## src/rtl/csa_serial_add_sequencer.sv

```systemverilog
// Serial wide adder/subtractor: one shared 4-bit carry-select slice walks the
// operands nibble by nibble (LSB first), with a registered carry between nibbles.

module full_adder (
   input  logic a,
   input  logic b,
   input  logic cin,
   output logic s,
   output logic cout
);
   assign s    = a ^ b ^ cin;
   assign cout = (a & b) | (cin & (a ^ b));
endmodule

// 4-bit carry-select slice: low pair ripples from Cin, high pair is precomputed
// for both carry values and selected by the low pair's carry-out.
module csa_add4 (
   input  logic [3:0] A,
   input  logic [3:0] B,
   input  logic       Cin,
   output logic [3:0] Sum,
   output logic       Cout
);
   logic [2:0] c_lo;
   logic [1:0] s_lo;
   logic [2:0] c_hi0, c_hi1;
   logic [1:0] s_hi0, s_hi1;

   assign c_lo[0]  = Cin;
   assign c_hi0[0] = 1'b0;
   assign c_hi1[0] = 1'b1;

   for (genvar i = 0; i < 2; i++) begin : g_bits
      full_adder u_lo (
         .a(A[i]), .b(B[i]), .cin(c_lo[i]), .s(s_lo[i]), .cout(c_lo[i+1])
      );
      full_adder u_hi0 (
         .a(A[i+2]), .b(B[i+2]), .cin(c_hi0[i]), .s(s_hi0[i]), .cout(c_hi0[i+1])
      );
      full_adder u_hi1 (
         .a(A[i+2]), .b(B[i+2]), .cin(c_hi1[i]), .s(s_hi1[i]), .cout(c_hi1[i+1])
      );
   end

   assign Sum  = {(c_lo[2] ? s_hi1 : s_hi0), s_lo};
   assign Cout = c_lo[2] ? c_hi1[2] : c_hi0[2];
endmodule

module csa_serial_add_sequencer #(
   parameter int unsigned NIBBLES = 4
) (
   input  logic                 clk,
   input  logic                 rst,
   input  logic                 in_valid,
   output logic                 in_ready,
   input  logic [4*NIBBLES-1:0] a,
   input  logic [4*NIBBLES-1:0] b,
   input  logic                 cin,
   input  logic                 sub,
   output logic                 out_valid,
   input  logic                 out_ready,
   output logic [4*NIBBLES-1:0] sum,
   output logic                 cout,
   output logic                 ovf
);
   localparam int unsigned   W    = 4 * NIBBLES;
   localparam int unsigned   CW   = (NIBBLES > 1) ? $clog2(NIBBLES) : 1;
   localparam logic [CW-1:0] LAST = CW'(NIBBLES - 1);

   typedef enum logic [1:0] {
      IDLE,
      RUN,
      DONE
   } state_t;

   state_t        state_q, state_d;
   logic [W-1:0]  a_sh_q, a_sh_d;
   logic [W-1:0]  b_sh_q, b_sh_d;
   logic [W-1:0]  res_q, res_d;
   logic [CW-1:0] cnt_q, cnt_d;
   logic          carry_q, carry_d;
   logic          a_msb_q, a_msb_d;
   logic          b_msb_q, b_msb_d;

   logic [W-1:0]  b_eff;
   logic [3:0]    slice_sum;
   logic          slice_cout;
   logic          done;

   csa_add4 u_slice (
      .A   (a_sh_q[3:0]),
      .B   (b_sh_q[3:0]),
      .Cin (carry_q),
      .Sum (slice_sum),
      .Cout(slice_cout)
   );

   assign b_eff = sub ? ~b : b;

   always_comb begin
      state_d = state_q;
      a_sh_d  = a_sh_q;
      b_sh_d  = b_sh_q;
      res_d   = res_q;
      cnt_d   = cnt_q;
      carry_d = carry_q;
      a_msb_d = a_msb_q;
      b_msb_d = b_msb_q;
      case (state_q)
         IDLE: begin
            if (in_valid) begin
               a_sh_d  = a;
               b_sh_d  = b_eff;
               carry_d = sub ? 1'b1 : cin;
               a_msb_d = a[W-1];
               b_msb_d = b_eff[W-1];
               cnt_d   = '0;
               state_d = RUN;
            end
         end
         RUN: begin
            // Each slice result enters at the top so after NIBBLES shifts the
            // first (least significant) nibble has reached bit 0.
            res_d   = {slice_sum, res_q[W-1:4]};
            a_sh_d  = {4'b0000, a_sh_q[W-1:4]};
            b_sh_d  = {4'b0000, b_sh_q[W-1:4]};
            carry_d = slice_cout;
            cnt_d   = cnt_q + 1'b1;
            if (cnt_q == LAST) begin
               state_d = DONE;
            end
         end
         DONE: begin
            if (out_ready) begin
               state_d = IDLE;
            end
         end
         default: state_d = IDLE;
      endcase
   end

   always_ff @(posedge clk or posedge rst) begin
      if (rst) begin
         state_q <= IDLE;
         a_sh_q  <= '0;
         b_sh_q  <= '0;
         res_q   <= '0;
         cnt_q   <= '0;
         carry_q <= 1'b0;
         a_msb_q <= 1'b0;
         b_msb_q <= 1'b0;
      end else begin
         state_q <= state_d;
         a_sh_q  <= a_sh_d;
         b_sh_q  <= b_sh_d;
         res_q   <= res_d;
         cnt_q   <= cnt_d;
         carry_q <= carry_d;
         a_msb_q <= a_msb_d;
         b_msb_q <= b_msb_d;
      end
   end

   assign done      = (state_q == DONE);
   assign in_ready  = (state_q == IDLE);
   assign out_valid = done;
   assign sum       = done ? res_q : '0;
   assign cout      = done & carry_q;
   assign ovf       = done & (a_msb_q == b_msb_q) & (res_q[W-1] != a_msb_q);
endmodule

```

## config.mk

```make
export PLATFORM = sky130hd
export DESIGN_NAME = csa_serial_add_sequencer
export DESIGN_NICKNAME = d
export VERILOG_FILES = /design/src/rtl/csa_serial_add_sequencer.sv
export SDC_FILE = /design/constraint.sdc
export NUM_CORES = 1
export LEC_CHECK = 0
export ABC_AREA = 1
export BUFFER_PORTS_ARGS = -buffer_cell sky130_fd_sc_hd__buf_2
export CORE_MARGIN = 8
export CORE_UTILIZATION = 30
export DETAILED_ROUTE_END_ITERATION = 10
export PLACE_DENSITY = 0.47
export SLEW_MARGIN = 10
export SYNTH_ARGS = -nofsm -noshare
export SYNTH_HDL_FRONTEND = slang
export SYNTH_HIERARCHICAL = 1
export SYNTH_SLANG_ARGS = --single-unit
```

## constraint.sdc

```tcl
create_clock -name clk -period 2.3 [get_ports clk]
set_input_delay 0.115 -clock clk [delete_from_list [all_inputs] [get_ports clk]]
set_output_delay 0.115 -clock clk [all_outputs]
set_load 0.02 [all_outputs]
```

==> impl_table.tex <==
\begin{tabular}{lr}
\hline
Metric & Value \\
\hline
\multicolumn{2}{l}{\textbf{Detailed routing}} \\
\quad Violation count after the first detailed-route iteration & roughly 150 \\
\quad Vias per cell & around 4.2 \\
\quad Number of vias in the routed layout & around 2,400 \\
\quad DRT Wirelength & a little under 7000 microns \\
\quad Drt wl/cell & 11.8 microns \\
\quad First-pass iteration count of the detailed router & 4 \\
\quad Number of routed nets with antenna violations & 0 \\
\quad DR DRC count & 0 \\
\multicolumn{2}{l}{\textbf{Timing}} \\
\quad Worst-case clock skew & about 0.017 ns \\
\quad Crit path setup slack, layout & 0.495 ns \\
\quad Slew at the pin closest to its max-slew limit & 0.639 ns \\
\quad Min cycle time layout & roughly 1.8 ns \\
\quad Normalized max-slew margin & approximately 57\% \\
\quad Sum Neg Setup Slack & 0 ns \\
\quad RSZ-0062 raised after global routing & false \\
\quad Count of endpoints failing setup in the final report & 0 \\
\quad Highest clock rate & roughly 550 MHz \\
\quad Hold Vio Cnt, Final & 0 \\
\quad Part of the cycle the worst path needs & 78.5\% \\
\quad Max-slew violation total from the final report & 0 \\
\multicolumn{2}{l}{\textbf{Layout}} \\
\quad Multi-input combinational cell area & $\sim$1300 sq um \\
\quad Register area & roughly 1400 sq um \\
\quad Share of final-layout standard cells stronger than drive strength 1 & approximately 18\% \\
\quad Antenna cells & 0 \\
\quad Final nets & a little under 500 \\
\quad Number of fill cells & 1,042 \\
\quad Synth-to-Final Area Change & 19.2\% \\
\quad Non-Filler Cell Area, Final & 3450 sq um \\
\multicolumn{2}{l}{\textbf{Worst setup path}} \\
\quad CP Launch Type & flop \\
\quad Data required time of the worst path & between 2 and 3 ns \\
\quad Maximum fanout encountered on the critical timing path & 4 \\
\quad Arrival time at the worst endpoint & slightly above 2 ns \\
\quad Type of the worst setup path & flop to flop \\
\quad Critical path endpoint category & flop \\
\multicolumn{2}{l}{\textbf{Power and ir drop}} \\
\quad Leakage component of the power & around 2.0 nW \\
\quad VDD IR max & between 0.4 and 0.5 mV \\
\quad Power density over the cells & between 1000 and 1500 nW/um\^{}2 \\
\quad Final Total Pwr & 4.07 mW \\
\multicolumn{2}{l}{\textbf{Synth}} \\
\quad Synth Warn \# & 6 \\
\quad Ranking of synthesized cells by area & sky130\_fd\_sc\_hd\_\_dfrtp\_1 48\%, sky130\_fd\_sc\_hd\_\_nand2\_1 26\%, sky130\_fd\_sc\_hd\_\_inv\_1 4.7\% \\
\quad Cell type contributing the most total cell area after synthesis & sky130\_fd\_sc\_hd\_\_dfrtp\_1 \\
\quad Fraction of synthesized cell area taken by the top area cell type & roughly 48\% \\
\quad Number of register bits inferred by synthesis & 55 \\
\quad Combined area of all synthesized cells & roughly 2900 sq um \\
\quad Distinct cell type count after synthesis & 19 \\
\quad Post-synthesis sequential area ratio & between 40 and 50\% \\
\quad Count of mapped cells out of synthesis & between 300 and 400 \\
\quad Net count of the mapped netlist & 440 \\
\quad Mean instance size in the synthesized netlist & 7.33 sq um \\
\multicolumn{2}{l}{\textbf{Global routing}} \\
\quad Aggregate global routing overflow & 0 \\
\quad Via count of the first global-routing pass & 2,372 \\
\quad Wire length of the first global-routing pass & roughly 12,000 microns \\
\quad GRT Util Overall & between 10 and 15\% \\
\quad Antenna violations before repair & 0 \\
\quad Maximum number of pins on one net before global-route repair & 30 \\
\multicolumn{2}{l}{\textbf{CTS}} \\
\quad Clock transition at the registers of the reported paths & around 0.1 ns \\
\quad Clock insertion delay at the later pin of the skew report & 0.31 ns \\
\quad Max Root-Sink Buffers & 2 \\
\quad CTS root buf & sky130\_fd\_sc\_hd\_\_clkbuf\_8 \\
\quad Clock tree from TritonCTS & built \\
\quad Number of setup buffers added after CTS & 0 \\
\quad TritonCTS sink count & 55 \\
\quad CTS buffer count & 5 \\
\quad Maximum level of the CTS H-tree & 2 \\
\multicolumn{2}{l}{\textbf{Floorplan}} \\
\quad Total die area & approximately 13,000 sq um \\
\quad Die X-Extent & roughly 110 microns \\
\quad Core area & about 9600 sq um \\
\quad Number of top-level pins & a little under 60 \\
\quad Y dimension of the die & 114 microns \\
\quad Standard-cell row count & 36 \\
\quad Initial Util & between 30\% and 40\% \\
\multicolumn{2}{l}{\textbf{Outcome}} \\
\quad Run status & finished, final reports clean \\
\multicolumn{2}{l}{\textbf{Worst hold path}} \\
\quad Classification of the worst-slack hold path & input port to flop \\
\multicolumn{2}{l}{\textbf{Job}} \\
\quad Max-cap violation count & 0 \\
\multicolumn{2}{l}{\textbf{Place}} \\
\quad Count of port buffers added during placement & 57 \\
\quad Pre-CTS setup slack & between 0.5 and 0.6 ns \\
\quad Instance area at placement & around 3300 sq um \\
\quad Final weighted congestion in routability-driven placement & between 0.7 and 0.8 \\
\quad Post-DP HPWL & just under 5000 microns \\
\hline
\end{tabular}
==> cell usage after synthesis <==
library cell               instances
sky130_fd_sc_hd__xor2_1            4
sky130_fd_sc_hd__buf_2            13
sky130_fd_sc_hd__o21ai_0          20
sky130_fd_sc_hd__inv_2             4
sky130_fd_sc_hd__inv_1            36
sky130_fd_sc_hd__nor2_2            1
sky130_fd_sc_hd__buf_4             3
sky130_fd_sc_hd__nand3_1          25
sky130_fd_sc_hd__conb_1            2
sky130_fd_sc_hd__fa_1              6
sky130_fd_sc_hd__clkbuf_1          1
sky130_fd_sc_hd__buf_6             2
sky130_fd_sc_hd__nand2_1         199
sky130_fd_sc_hd__dfrtp_1          55
sky130_fd_sc_hd__nor2_1           20
sky130_fd_sc_hd__nand2_2           1
sky130_fd_sc_hd__o21ai_4           1
sky130_fd_sc_hd__a21oi_1           1
sky130_fd_sc_hd__ha_1              1
==> placed cells by master (no fill, tap or decap), drive strengths merged <==
master | synthesis | final
bufinv | 0 | 1
ha | 1 | 1
clkinvlp | 0 | 1
nor2 | 21 | 21
a21oi | 1 | 1
o21ai | 21 | 21
xor2 | 4 | 4
clkbuf | 1 | 5
nand3 | 25 | 25
fa | 6 | 6
inv | 40 | 40
dlygate4sd3 | 0 | 4
conb | 2 | 2
dfrtp | 55 | 55
nand2 | 200 | 200
buf | 18 | 65
==> layout make-up <==
cell class                 count  area share, %
multi-input combinational    281           36.4
sequential                    55           39.9
clock buffer                   5           1.99
tap                          133           4.82
clock inverter                 2           1.09
timing repair buffer          69           11.5
inverter                      40           4.35
==> flip-flops by register name, summed over array words and instances (netlist names) <==
signal / count
b_msb_q: 1
cnt_q: 2
a_msb_q: 1
a_sh_q: 16
state_q: 2
b_sh_q: 16
carry_q: 1
res_q: 16
==> metal layers <==
layer	up-vias	wire, microns	track usage, %
met5	-	0	0
met1	1090	3460	15.4
met3	4	479	2.80
met2	66	2910	16.6
met4	0	44	2.66
li1	1288	-	-
==> where the power goes <==
part / total (mW) / internal (mW) / switching, mW
registers: 1.64 / 1.39 / 0.251
logic: 1.79 / 0.623 / 1.17
clock network: 0.636 / 0.319 / 0.317
==> path summary, 6_finish.rpt <==
kind	cells after the start	slack, ns	to	start
worst max register to register	9	0.50	carry_q	a_sh_q[0]
max in group asynchronous	4	1.29	res_q[0]	rst
worst min register to register	2	0.49	res_q[1]	res_q[1]
worst min-delay path	2	0.01	state_q[1]	out_ready
min in group asynchronous	3	0.44	b_sh_q[7]	rst
worst max-delay path	9	0.50	carry_q	a_sh_q[0]
==> what timing repair did <==
action	CTS	global route
endpoints found under the hold margin	31	0
resized for setup	0	0
hold buffers	4	0
==> critical path: stages, from the launching register on <==
cell                      delay (ns)
sky130_fd_sc_hd__dfrtp_1        0.42
sky130_fd_sc_hd__fa_1           0.44
sky130_fd_sc_hd__fa_1           0.45
sky130_fd_sc_hd__inv_2          0.09
sky130_fd_sc_hd__nand2_1        0.05
sky130_fd_sc_hd__nand2_1        0.05
sky130_fd_sc_hd__nand3_1        0.07
sky130_fd_sc_hd__nand2_1        0.07
sky130_fd_sc_hd__nand2_1        0.04
sky130_fd_sc_hd__nand2_1        0.06
==> logic make-up (layout without fill, tap and decap cells) <==
family                   after synthesis  after routing  synth area share [%]
AND/OR/NAND/NOR                      246            246                  33.1
buffers and inverters                 59            116                  9.11
flip-flops                            55             55                  47.5
AO/OA/AOI/OAI                         22             22                  4.19
adder cells (fa/ha/maj)                7              7                  4.58
XOR/XNOR                               4              4                  1.21
other                                  2              2                 0.259
==> per-stage QoR <==
stage,util (%),hold slack [ns],std cells
floorplan,-,0.224,395
global placement,34.5,0.249,574
detailed placement,34.5,0.249,574
CTS,36.0,0.00459,585
global route,36.0,0.0170,585
finish,36.0,0.0136,585
Power figures use the tool's default switching activity.
